`src/rtl/stoch_pkg.sv`:
```
`default_nettype none
// ============================================================================
// Package     : stoch_pkg
// Description : Types and constants shared by the stochastic-computing
//               blocks (LFSR probability generator and stochastic-to-binary
//               converter).
// Revision    : 1.0 - initial release
// ============================================================================
package stoch_pkg;

  // Default LFSR width; the converter window is one full LFSR period.
  localparam int LFSR_N = 7;

  // Converter control states.
  typedef enum logic [1:0] {
    IDLE  = 2'd0,
    ACCUM = 2'd1,
    HOLD  = 2'd2
  } s2b_state_t;

endpackage : stoch_pkg
`default_nettype wire

```
`src/rtl/stoch_to_bin.sv`:
```
`default_nettype none
// ============================================================================
// Module      : stoch_to_bin
// Description : Stochastic-to-binary converter. Counts the ones of the
//               single-bit stream prob_bit over 2^N-1 valid samples (one
//               maximal-length LFSR period) and presents the N-bit count on
//               a valid/ready output.
// Ports       : clk          - clock, rising edge
//               rst_b        - asynchronous active-low reset
//               start        - request to begin a conversion window
//               prob_bit     - stochastic input bit
//               bit_valid    - prob_bit is a valid sample this cycle
//               result       - ones count of the completed window
//               result_valid - result is valid
//               result_ready - downstream accepts result
//               busy         - window is accumulating
// Revision    : 1.0 - initial release
// ============================================================================
module stoch_to_bin
  import stoch_pkg::*;
#(
  parameter int N = LFSR_N
) (
  input  logic         clk,
  input  logic         rst_b,
  input  logic         start,
  input  logic         prob_bit,
  input  logic         bit_valid,
  output logic [N-1:0] result,
  output logic         result_valid,
  input  logic         result_ready,
  output logic         busy
);

  // Sample index of the final sample in a window (window is 2^N-1 samples,
  // counted from zero).
  localparam logic [N-1:0] LAST_SAMPLE = N'((2 ** N) - 2);

  s2b_state_t   state_q,        state_d;
  logic [N-1:0] sample_cnt_q,   sample_cnt_d;
  logic [N-1:0] ones_cnt_q,     ones_cnt_d;
  logic [N-1:0] result_q,       result_d;
  logic         result_valid_q, result_valid_d;

  // Ones count including the current bit; used both for the running
  // counter and for the final result so the last sample is not lost.
  logic [N-1:0] ones_inc;
  assign ones_inc = ones_cnt_q + N'(prob_bit);

  always_comb begin
    state_d        = state_q;
    sample_cnt_d   = sample_cnt_q;
    ones_cnt_d     = ones_cnt_q;
    result_d       = result_q;
    result_valid_d = result_valid_q;

    unique case (state_q)
      IDLE: begin
        if (start) begin
          sample_cnt_d = '0;
          ones_cnt_d   = '0;
          state_d      = ACCUM;
        end
      end

      ACCUM: begin
        if (bit_valid) begin
          sample_cnt_d = sample_cnt_q + N'(1);
          ones_cnt_d   = ones_inc;
          if (sample_cnt_q == LAST_SAMPLE) begin
            result_d       = ones_inc;
            result_valid_d = 1'b1;
            state_d        = HOLD;
          end
        end
      end

      HOLD: begin
        if (result_valid_q && result_ready) begin
          result_valid_d = 1'b0;
          if (start) begin
            // Back-to-back window: first sample is taken on the next edge.
            sample_cnt_d = '0;
            ones_cnt_d   = '0;
            state_d      = ACCUM;
          end else begin
            state_d = IDLE;
          end
        end
      end

      default: begin
        state_d = IDLE;
      end
    endcase
  end

  always_ff @(posedge clk or negedge rst_b) begin
    if (!rst_b) begin
      state_q        <= IDLE;
      sample_cnt_q   <= '0;
      ones_cnt_q     <= '0;
      result_q       <= '0;
      result_valid_q <= 1'b0;
    end else begin
      state_q        <= state_d;
      sample_cnt_q   <= sample_cnt_d;
      ones_cnt_q     <= ones_cnt_d;
      result_q       <= result_d;
      result_valid_q <= result_valid_d;
    end
  end

  assign result       = result_q;
  assign result_valid = result_valid_q;
  assign busy         = (state_q == ACCUM);

endmodule : stoch_to_bin
`default_nettype wire

```
`config.mk`:
```
export PLATFORM = sky130hd
export DESIGN_NAME = stoch_to_bin
export DESIGN_NICKNAME = d
export VERILOG_FILES = /design/src/rtl/stoch_pkg.sv /design/src/rtl/stoch_to_bin.sv
export SDC_FILE = /design/constraint.sdc
export NUM_CORES = 1
export LEC_CHECK = 0
export CAP_MARGIN = 10
export CELL_PAD_IN_SITES_DETAIL_PLACEMENT = 0
export CELL_PAD_IN_SITES_GLOBAL_PLACEMENT = 2
export CORE_MARGIN = 5
export CORE_UTILIZATION = 31
export CTS_CLUSTER_DIAMETER = 50
export DETAILED_ROUTE_END_ITERATION = 8
export PLACE_DENSITY_LB_ADDON = 0.05
export SLEW_MARGIN = 20
export SYNTH_ARGS = -nofsm -noshare
export SYNTH_HDL_FRONTEND = slang
export SYNTH_SLANG_ARGS = --single-unit
export TNS_END_PERCENT = 20
```
`constraint.sdc`:
```
create_clock -name clk -period 1.6 [get_ports clk]
set_clock_uncertainty 0.1 [all_clocks]
set_input_delay 0.48 -clock clk [delete_from_list [all_inputs] [get_ports clk]]
set_output_delay 0.48 -clock clk [all_outputs]
set_load 0.005 [all_outputs]
```
==> flow_metrics.tcl, run 1 <==
set metrics [dict create \
    p_comb_share_pct 23.9 \
    synth_area_um2 1150 \
    finalMaxSlewViolations 0 \
    yosysWarnings 0 \
    port_buffers 14 \
    ir_drop_v 0.000387 \
    fin_nets 152 \
    numClockSinks 24 \
    area_growth_pct 40.3 \
    grt_pass1_wl_um 4170 \
    clk_latency_ps 260 \
    drt-vias-per-instance 4.72 \
    p_sw_share_pct 28.4 \
    setup_ws_ps 25.8 \
    yosys.area_share.simple_pct 19.0 \
    drc 0 \
    grt_use_total_pct 10.3 \
    synth_top_family_by_area "simple AND/OR/NAND/NOR gates" \
    cts_made_buffers 3 \
    syn_area_per_cell_um2 10.9 \
    period_needed_ps 1570 \
    finalCritPeriodShare_pct 98.4 \
    p_clk_share_pct 30.0 \
    synth-edff-count 0 \
    htreeDepth 1 \
    grt_pass1_vias 944 \
    synth_top_cell_area_share_pct 52.0 \
    synth_fp_nets 116 \
    fin_setup_tns_ps 0 \
    synthFlopType "dfrtp_1" \
    cts-root-buf "clkbuf_8" \
    synth.largest_area_cell "dfrtp_1" \
    ios 15 \
    final_layout_size_suffix_gt1_share_pct 32.6 \
    rsz0062_at_grt "yes" \
    yosysMostFrequentCell "dfrtp_1" \
    max_freq_mhz 635 \
    fp.dieArea_um2 5050 \
    cts_tree "done" \
    post-dp-hpwl_um 1750 \
    routed_wl_um 2330 \
    async_flop_share_pct 100 \
    internal-power_mw 1.26 \
    outcome "completed" \
    antenna_left 0 \
    max_slew.worst_pin.slew_ps 278 \
    path_clk_slew_ps 80 \
    wl_per_cell_um 12.3 \
    setup_viol 0 \
    num_vias 892 \
    cap_violations 0 \
    cp.arrival_ps 1630 \
    synth-xor-area-share_pct 6.83 \
    p_switching_mw 0.500 \
    place_inst 182 \
    first_pass_iters 4 \
    synth-seq-area-share_pct 52.0 \
    yosys.area_share.adder_pct 4.33 \
    syn-instance-count 106 \
    core_region_area_um2 3630 \
    finish.utilization_pct 44.6 \
    start_util_pct 31.8 \
    hold_viol 0 \
    drt_iter0_drc 27 \
    cp-start-kind "flop" \
    final_cells 189 \
    yosys-top-cells-area "dfrtp_1 52%, xor2_1 5.3%, nor2_1 4.6%" \
    grt_max_degree 25 \
    hp-class "reg -> reg" \
    die_w_um 71.0 \
    total_power_mw 1.76 \
    synth_compound_area_share_pct 13.0 \
    row_count 22 \
    path_class "reg -> reg" \
    synth-seq-cells 24 \
    synth_common_cells "24 x dfrtp_1, 14 x nor2_1, 11 x nand2_1" \
    dp_slack_ps -501 \
    seq_power_share_pct 46.1 \
    critPathMaxFanout 4 \
    antenna_found_initial 0 \
    diodes 0 \
    relSlewSlack_pct 81.4 \
    crit_required_ps 1650 \
    fillers 376 \
    synth_cell_type_count 28 \
    end_kind "flop" \
    ctsHoldBuffers 0 \
    cts.path.max_buffers 2 \
    muxShareOfSynthArea_pct 1.95 \
    power_per_cell_area_nw_per_um2 1090 \
    place_congestion 0.730 \
    p_leak_nw 0.783 \
    grt-ovfl-total 0 \
    die_h_um 71.0 \
]
## worst paths after layout
path                                        start                        end  slack, ps  cells past startpoint
setup reg to reg           state_q[1]$_DFFE_PN0P_      result[1]$_DFFE_PN0P_         30                      4
min in group asynchronous                   rst_b  ones_cnt_q[4]$_DFFE_PN0P_        480                      2
setup / recovery           state_q[1]$_DFFE_PN0P_      result[1]$_DFFE_PN0P_         30                      4
hold reg to reg             result[1]$_DFFE_PN0P_      result[1]$_DFFE_PN0P_        420                      1
hold / removal              result[1]$_DFFE_PN0P_      result[1]$_DFFE_PN0P_        420                      1
max in group asynchronous                   rst_b     state_q[0]$_DFFE_PN0P_        770                      2
## registers in the layout (all words and copies together), names as in the netlist
register / count
ones_cnt_q: 7
result: 7
state_q: 2
sample_cnt_q: 7
result_valid: 1
## worst max-delay path, stage by stage (launching register included)
cell and delay, ps:
dfrtp_1 410, buf_6 130, nand3b_1 200, nor3_4 260
mux2_2 370
## metal layers
metal,share of wire (%),vias to the layer above,global-route usage (%),wire [um]
met4,0.73,0,3.76,17
li1,-,440,-,-
met2,51,12,17.6,1190
met1,45,438,12.6,1040
met5,0,-,0,0
met3,3.5,2,2.27,81
## final cells by class
type	instances	area (um2)	area share, %
well taps	48	60.1	3.71
clock buffers	3	41.3	2.55
repair buffers	34	304	18.8
multi-input cells	77	577	35.6
inverters	2	7.51	0.463
flip-flops and latches	24	601	37.1
clock inverters	1	30.0	1.85
## cell families after synthesis
group,after synthesis
AO/OA/AOI/OAI,22
XOR/XNOR,9
adder cells (fa/ha/maj),4
buffers and inverters,5
flip-flops,24
multiplexers,2
AND/OR/NAND/NOR,40
## what timing repair did
item / CTS / global route
buffers inserted: 3 / 0
pin swaps: 5 / 3
setup endpoints to repair: 28 / 12
endpoints found under the hold margin: 0 / 0
resized for setup: 24 / 10
## cells in the final DEF, fill, tap and decap left out, types with 4 or more instances in the layout
cell type / count
dfrtp_1: 24
buf_4: 14
nand2_1: 11
dlygate4sd2_1: 10
nor2_1: 9
xor2_1: 7
o21ai_0: 7
a21oi_1: 5
buf_6: 5
nor2_2: 4
## stage by stage
stage               instance area (um2)  hold WS, ps
finish                             1620          415
global route                       1620          441
CTS                                1600          419
detailed placement                 1470          390
global placement                   1470          379
floorplan                          1150         84.4
## power groups by stage
stage | clock [mW] | combinational (mW) | sequential (mW)
6_report | 0.529 | 0.421 | 0.813
5_1_grt | 0.572 | 0.485 | 0.831
4_1_cts | 0.553 | 0.424 | 0.812
3_5_place_dp | 0 | 0.381 | 0.810
3_3_place_gp | 0 | 0.379 | 0.807
2_1_floorplan | 0 | 0.200 | 0.808
(Power assumes the default switching activity.)
==> run 2, diff against run 1 <==
Settings changed: ABC_AREA from default to 1, CAP_MARGIN 10 to default, CORE_UTILIZATION 31 to 29.
==> run 2 against run 1 <==
  * Non-clock buffer count fell by 5
  * Final cell count rose by 23%
  * Final area rose by 6.2%
  * Global-route usage rose by 1.2 points
  * Utilization fell by 2.5 points
  * Sequential cell count did not move
  * Register-to-register slack improved by 160 ps
  * Total power rose by 8.8%
  * Critical path type is now reg -> out
  * Worst setup slack improved by 43 ps
  * Die area rose by 14%
  * Hold slack got worse by 36 ps
  * Count of clock-buffer cells in the layout did not move
==> flow_metrics.tcl, run 2 <==
set metrics [dict create \
    drt-vias-per-instance 4.54 \
    wl_per_cell_um 12.5 \
    synth-seq-area-share_pct 48.0 \
    synth-edff-count 0 \
    grt_max_degree 25 \
    synth_compound_area_share_pct 6.39 \
    outcome "completed" \
    cp-start-kind "flop" \
    synth_cell_type_count 20 \
    final_common_cell "nand2_1" \
    cp.arrival_ps 950 \
    synth-xor-area-share_pct 2.80 \
    die_h_um 75.7 \
    first_pass_iters 4 \
    yosys-top-cells-area "dfrtp_1 48%, nand2_1 16%, nand3_1 5.6%" \
    yosysWarnings 0 \
    async_flop_share_pct 100 \
    min_from "result[2]$_DFFE_PN0P_" \
    fin_nets 193 \
    area_growth_pct 37.4 \
    grt_pass1_wl_um 4990 \
    whs_path_depth 2 \
    place_inst 227 \
    yosys.area_share.simple_pct 32.7 \
    synth_top_cell_area_share_pct 48.0 \
    row_count 23 \
    path_clk_slew_ps 90 \
    synthFlopType "dfrtp_1" \
    cap_violations 0 \
    muxShareOfSynthArea_pct 0 \
    hold_viol 0 \
    hp-class "reg -> reg" \
    grt.busiest_layer "met2" \
    yosys.area_share.adder_pct 4.00 \
    synth-seq-cells 24 \
    p_leak_nw 0.844 \
    syn-instance-count 150 \
    r2r_end "ones_cnt_q[2]$_DFFE_PN0P_" \
    grt-ovfl-total 0 \
    grt_pass1_vias 1079 \
    use_met2_pct 18.5 \
    use_met3_pct 1.98 \
    ir_drop_v 0.000447 \
    max_freq_mhz 653 \
    period_needed_ps 1530 \
    place_congestion 0.714 \
    grt_use_total_pct 11.5 \
    post-dp-hpwl_um 2050 \
    path_class "reg -> out" \
    antenna_left 0 \
    final_layout_size_suffix_gt1_share_pct 26.4 \
    met1_usage_pct 15.8 \
    cts-root-buf "clkbuf_8" \
    cts.path.max_buffers 2 \
    finalMaxSlewViolations 0 \
    final_cells 232 \
    synth_top_family_by_area "simple AND/OR/NAND/NOR gates" \
    htreeDepth 1 \
    antenna_found_initial 0 \
    num_vias 1054 \
    r2r_start "ones_cnt_q[0]$_DFFE_PN0P_" \
    max_slew.worst_pin.slew_ps 242 \
    die_w_um 75.7 \
    syn_area_per_cell_um2 8.35 \
    critPathMaxFanout 2 \
    yosysMostFrequentCell "nand2_1" \
    synth.largest_area_cell "dfrtp_1" \
    rsz0062_at_grt "yes" \
    crit_required_ps 1020 \
    relSlewSlack_pct 83.8 \
    r2r_cells 6 \
    start_util_pct 30.6 \
    end_kind "primary output" \
    synth_area_um2 1250 \
    rrSetupSlack_ps 190 \
    fp.dieArea_um2 5730 \
    cts_made_buffers 3 \
    ctsHoldBuffers 0 \
    clk_latency_ps 270 \
    drc 0 \
    synth_fp_nets 160 \
    numClockSinks 24 \
    synth_common_cells "53 x nand2_1, 24 x dfrtp_1, 14 x nand3_1" \
    drt_iter0_drc 32 \
    core_region_area_um2 4090 \
    cts_tree "done" \
    diodes 0 \
    setup_viol 0 \
    routed_wl_um 2900 \
    power_per_cell_area_nw_per_um2 1120 \
    port_buffers 14 \
    hold_end "result[2]$_DFFE_PN0P_" \
    layout_common_cells "52 x nand2_1, 24 x dfrtp_1, 12 x buf_4" \
    finalCritPeriodShare_pct 95.7 \
    whs_ps 379 \
    ios 15 \
]
==> run 2: changes by cell type in the layout (fill, tap and decap cells not counted), sizes merged, moves of 5 or more <==
cell and delta:
nand2 +44, inv +15, nand3 +12, a21oi -7, buf -5, o21ai +5
==> run 2: area by class of cell <==
cell class	count	area, um2
clock buffers	3	41.3
inverters	17	66.3
flip-flops and latches	24	601
fillers	426	2370
multi-input cells	108	644
well taps	50	62.6
repair buffers	29	275
clock inverters	1	30.0
==> run 2: worst max-delay path: stages (launching register included) <==
cell     delay [ps]
dfrtp_1         410
inv_2            70
nand2_2          60
inv_2            60
buf_6            80
==> run 2: routing by layer <==
layer  share of wire, %  vias to the layer above
met1                 50                      494
met3                3.9                        4
li1                   -                      541
met4                1.1                        0
met5                  0                        -
met2                 45                       15
==> run 2: worst max path at each step <==
stage / start / end / slack, ps / depth (start not counted)
after floorplan: prob_bit / ones_cnt_q[6]$_DFFE_PN0P_ / 120 / 7
after global placement: prob_bit / result[6]$_DFFE_PN0P_ / -390 / 8
after detailed placement: prob_bit / ones_cnt_q[6]$_DFFE_PN0P_ / -420 / 8
after CTS: prob_bit / ones_cnt_q[6]$_DFFE_PN0P_ / -100 / 8
after global routing: result_ready / sample_cnt_q[1]$_DFFE_PN0P_ / -20 / 9
final: state_q[1]$_DFFE_PN0P_ / busy / 70 / 4
==> run 2: power by group <==
| group | internal (mW) | switching [mW] |
|---|---|---|
| combinational | 0.244 | 0.279 |
| sequential | 0.709 | 0.135 |
| clock | 0.335 | 0.215 |
| total | 1.29 | 0.630 |
==> run 2: kinds of logic (layout without fill, tap and decap cells) <==
family | after synthesis | in the layout
compound gates | 14 | 14
buf+inv | 18 | 50
flops | 24 | 24
simple gates | 86 | 86
fa+ha+maj | 4 | 4
xor+xnor | 4 | 4
==> run 2: stage by stage <==
| step | power, mW | instance area, um2 | setup TNS [ps] | utilization [%] | setup WS [ps] |
|---|---|---|---|---|---|
| after CTS | 1.88 | 1650 | -548 | 40.3 | -103 |
| after floorplan | 1.12 | 1250 | 0 | - | 121 |
| after global routing | 2.08 | 1720 | -35.0 | 42.1 | -17.7 |
| after detailed placement | 1.33 | 1570 | -6190 | 38.5 | -421 |
| final | 1.92 | 1720 | 0 | 42.1 | 68.8 |
| after global placement | 1.32 | 1570 | -6080 | 38.5 | -385 |
==> run 2: what timing repair did <==
item                       4_1_cts  5_1_grt
pin swaps                        1        4
buffers inserted                 1        0
setup endpoints to repair       17       18
gates resized for setup         16       17
==> run 3, diff against run 2 <==
Settings changed: CORE_MARGIN 5 to 8.
==> run 3 against run 2 <==
  * Count of clock-buffer cells in the layout increased by 1
  * Global-route usage is 1.8 points lower
  * Clock power down 22%
  * Worst setup slack got worse by 7.9 ps
  * Register-to-register slack worse by 30 ps
  * Non-clock buffer count unchanged
  * Via count fell by 3.9%
  * Combinational power shrank 6.3%
  * Final area down 3.4%
  * Die area grew 16%
  * First-iteration DRC count did not move
  * Utilization down 3.1 points
  * Largest cell class unchanged
==> flow_metrics.tcl, run 3 (synthesized netlist as in run 2, its figures left out) <==
set metrics [dict create \
    fillers 461 \
    numClockSinks 24 \
    wl_met2_um 1280 \
    final_common_cell "nand2_1" \
    ios 15 \
    layout_common_cells "51 x nand2_1, 24 x dfrtp_1, 13 x buf_4" \
    max_slew.worst_pin.slew_ps 226 \
    die_w_um 81.7 \
    clk_latency_ps 270 \
    drt_iter0_drc 32 \
    path_class "reg -> out" \
    end_kind "primary output" \
    core_region_area_um2 4260 \
    fin_nets 193 \
    cp-start-kind "flop" \
    drc 0 \
    max_freq_mhz 650 \
    grt_pass1_vias 1005 \
    antenna_left 0 \
    htreeDepth 1 \
    routed_wl_um 2890 \
    grt_pass1_wl_um 4950 \
    cpPeakStageDelay_ps 410 \
    total_power_mw 1.75 \
    ir_drop_v 0.000410 \
    dp_slack_ps -422 \
    fin_setup_tns_ps 0 \
    fp.dieArea_um2 6680 \
    crit_required_ps 1020 \
    hp-class "reg -> reg" \
    wl_met1_um 1440 \
    relSlewSlack_pct 85.0 \
    outcome "completed" \
    crit_path_top_delay_cell "dfrtp_1" \
    top_layer_used "met4" \
    setup_ws_ps 60.9 \
    grt_use_total_pct 9.66 \
    p_leak_nw 0.832 \
    hold_viol 0 \
    first_pass_iters 4 \
    finalCritPeriodShare_pct 96.2 \
    setup_viol 0 \
    start_util_pct 29.4 \
    cts_made_buffers 3 \
    grt_max_degree 25 \
    wl_per_cell_um 12.3 \
    finalMaxSlewViolations 0 \
    diodes 0 \
    design_area_um2 1660 \
    wl_met3_um 146 \
    cap_violations 0 \
    rsz0062_at_grt "yes" \
    path_clk_slew_ps 90 \
    cts-root-buf "clkbuf_8" \
    worstPathCellList "inv_2, nand2_2, inv_2, buf_2" \
    place_inst 229 \
    antenna_found_initial 0 \
    power_per_cell_area_nw_per_um2 1050 \
    cts_tree "done" \
    cts.path.max_buffers 2 \
    period_needed_ps 1540 \
    final_cells 234 \
    post-dp-hpwl_um 2140 \
    grt-ovfl-total 0 \
    cp.arrival_ps 960 \
    num_vias 1013 \
    place_area_um2 1580 \
    drt-vias-per-instance 4.33 \
    final_layout_size_suffix_gt1_share_pct 25.8 \
    area_growth_pct 32.7 \
    port_buffers 14 \
    critPathMaxFanout 2 \
    crit_path_frequent_cell "inv_2" \
    row_count 24 \
    place_congestion 0.739 \
    die_h_um 81.7 \
]
[run 3: cell count changes in the layout (fill, tap and decap cells not counted), sizes merged]
cell	previous run	this run
bufinv	1	0
clkbuf	3	4
[run 3: layer usage]
layer / vias to the layer above / track usage [%]
li1: 543 / -
met1: 455 / 13.0
met2: 13 / 14.5
met3: 2 / 2.52
met4: 0 / 3.68
met5: - / 0
[run 3: layout make-up]
type / instances / area, um2 / area share [%]
clock buffer: 4 / 55.1 / 3.31
inverter: 17 / 66.3 / 3.99
multi-input combinational: 108 / 609 / 36.7
sequential: 24 / 601 / 36.1
tap: 52 / 65.1 / 3.92
timing repair buffer: 29 / 265 / 16.0
[run 3: through the flow]
step / hold slack (ps) / utilization (%)
floorplan: 84.4 / -
global placement: 361 / 37.0
detailed placement: 368 / 37.0
CTS: 389 / 38.6
global route: 422 / 39.0
finish: 384 / 39.0
[run 3: worst paths after layout]
| kind | slack, ps | end | start | cells after the start |
|---|---|---|---|---|
| max | 60 | busy | state_q[1]$_DFFE_PN0P_ | 4 |
| min | 380 | result[3]$_DFFE_PN0P_ | result[3]$_DFFE_PN0P_ | 2 |
| max reg2reg | 160 | result[4]$_DFFE_PN0P_ | state_q[1]$_DFFE_PN0P_ | 7 |
| min reg2reg | 380 | result[3]$_DFFE_PN0P_ | result[3]$_DFFE_PN0P_ | 2 |
| max in group asynchronous | 790 | ones_cnt_q[0]$_DFFE_PN0P_ | rst_b | 2 |
| min in group asynchronous | 460 | result_valid$_DFFE_PN0P_ | rst_b | 2 |
[run 3: power by group]
group | switching, mW | internal (mW) | total, mW
combinational | 0.268 | 0.223 | 0.491
clock | 0.208 | 0.220 | 0.428
sequential | 0.123 | 0.709 | 0.832
[run 3: repair_timing]
| action | 4_1_cts | 5_1_grt |
|---|---|---|
| resized for setup | 19 | 6 |
| hold buffers | 0 | 0 |
| buffers inserted | 1 | 0 |
| pin swaps | 0 | 6 |
| endpoints found under the setup margin | 18 | 21 |
[run 3: worst max-delay path: cells and delay by family, from the launching register on]
kind / cells / cell delay, ps
buffers and inverters: 3 / 220
flip-flops: 1 / 410
AND/OR/NAND/NOR: 1 / 50
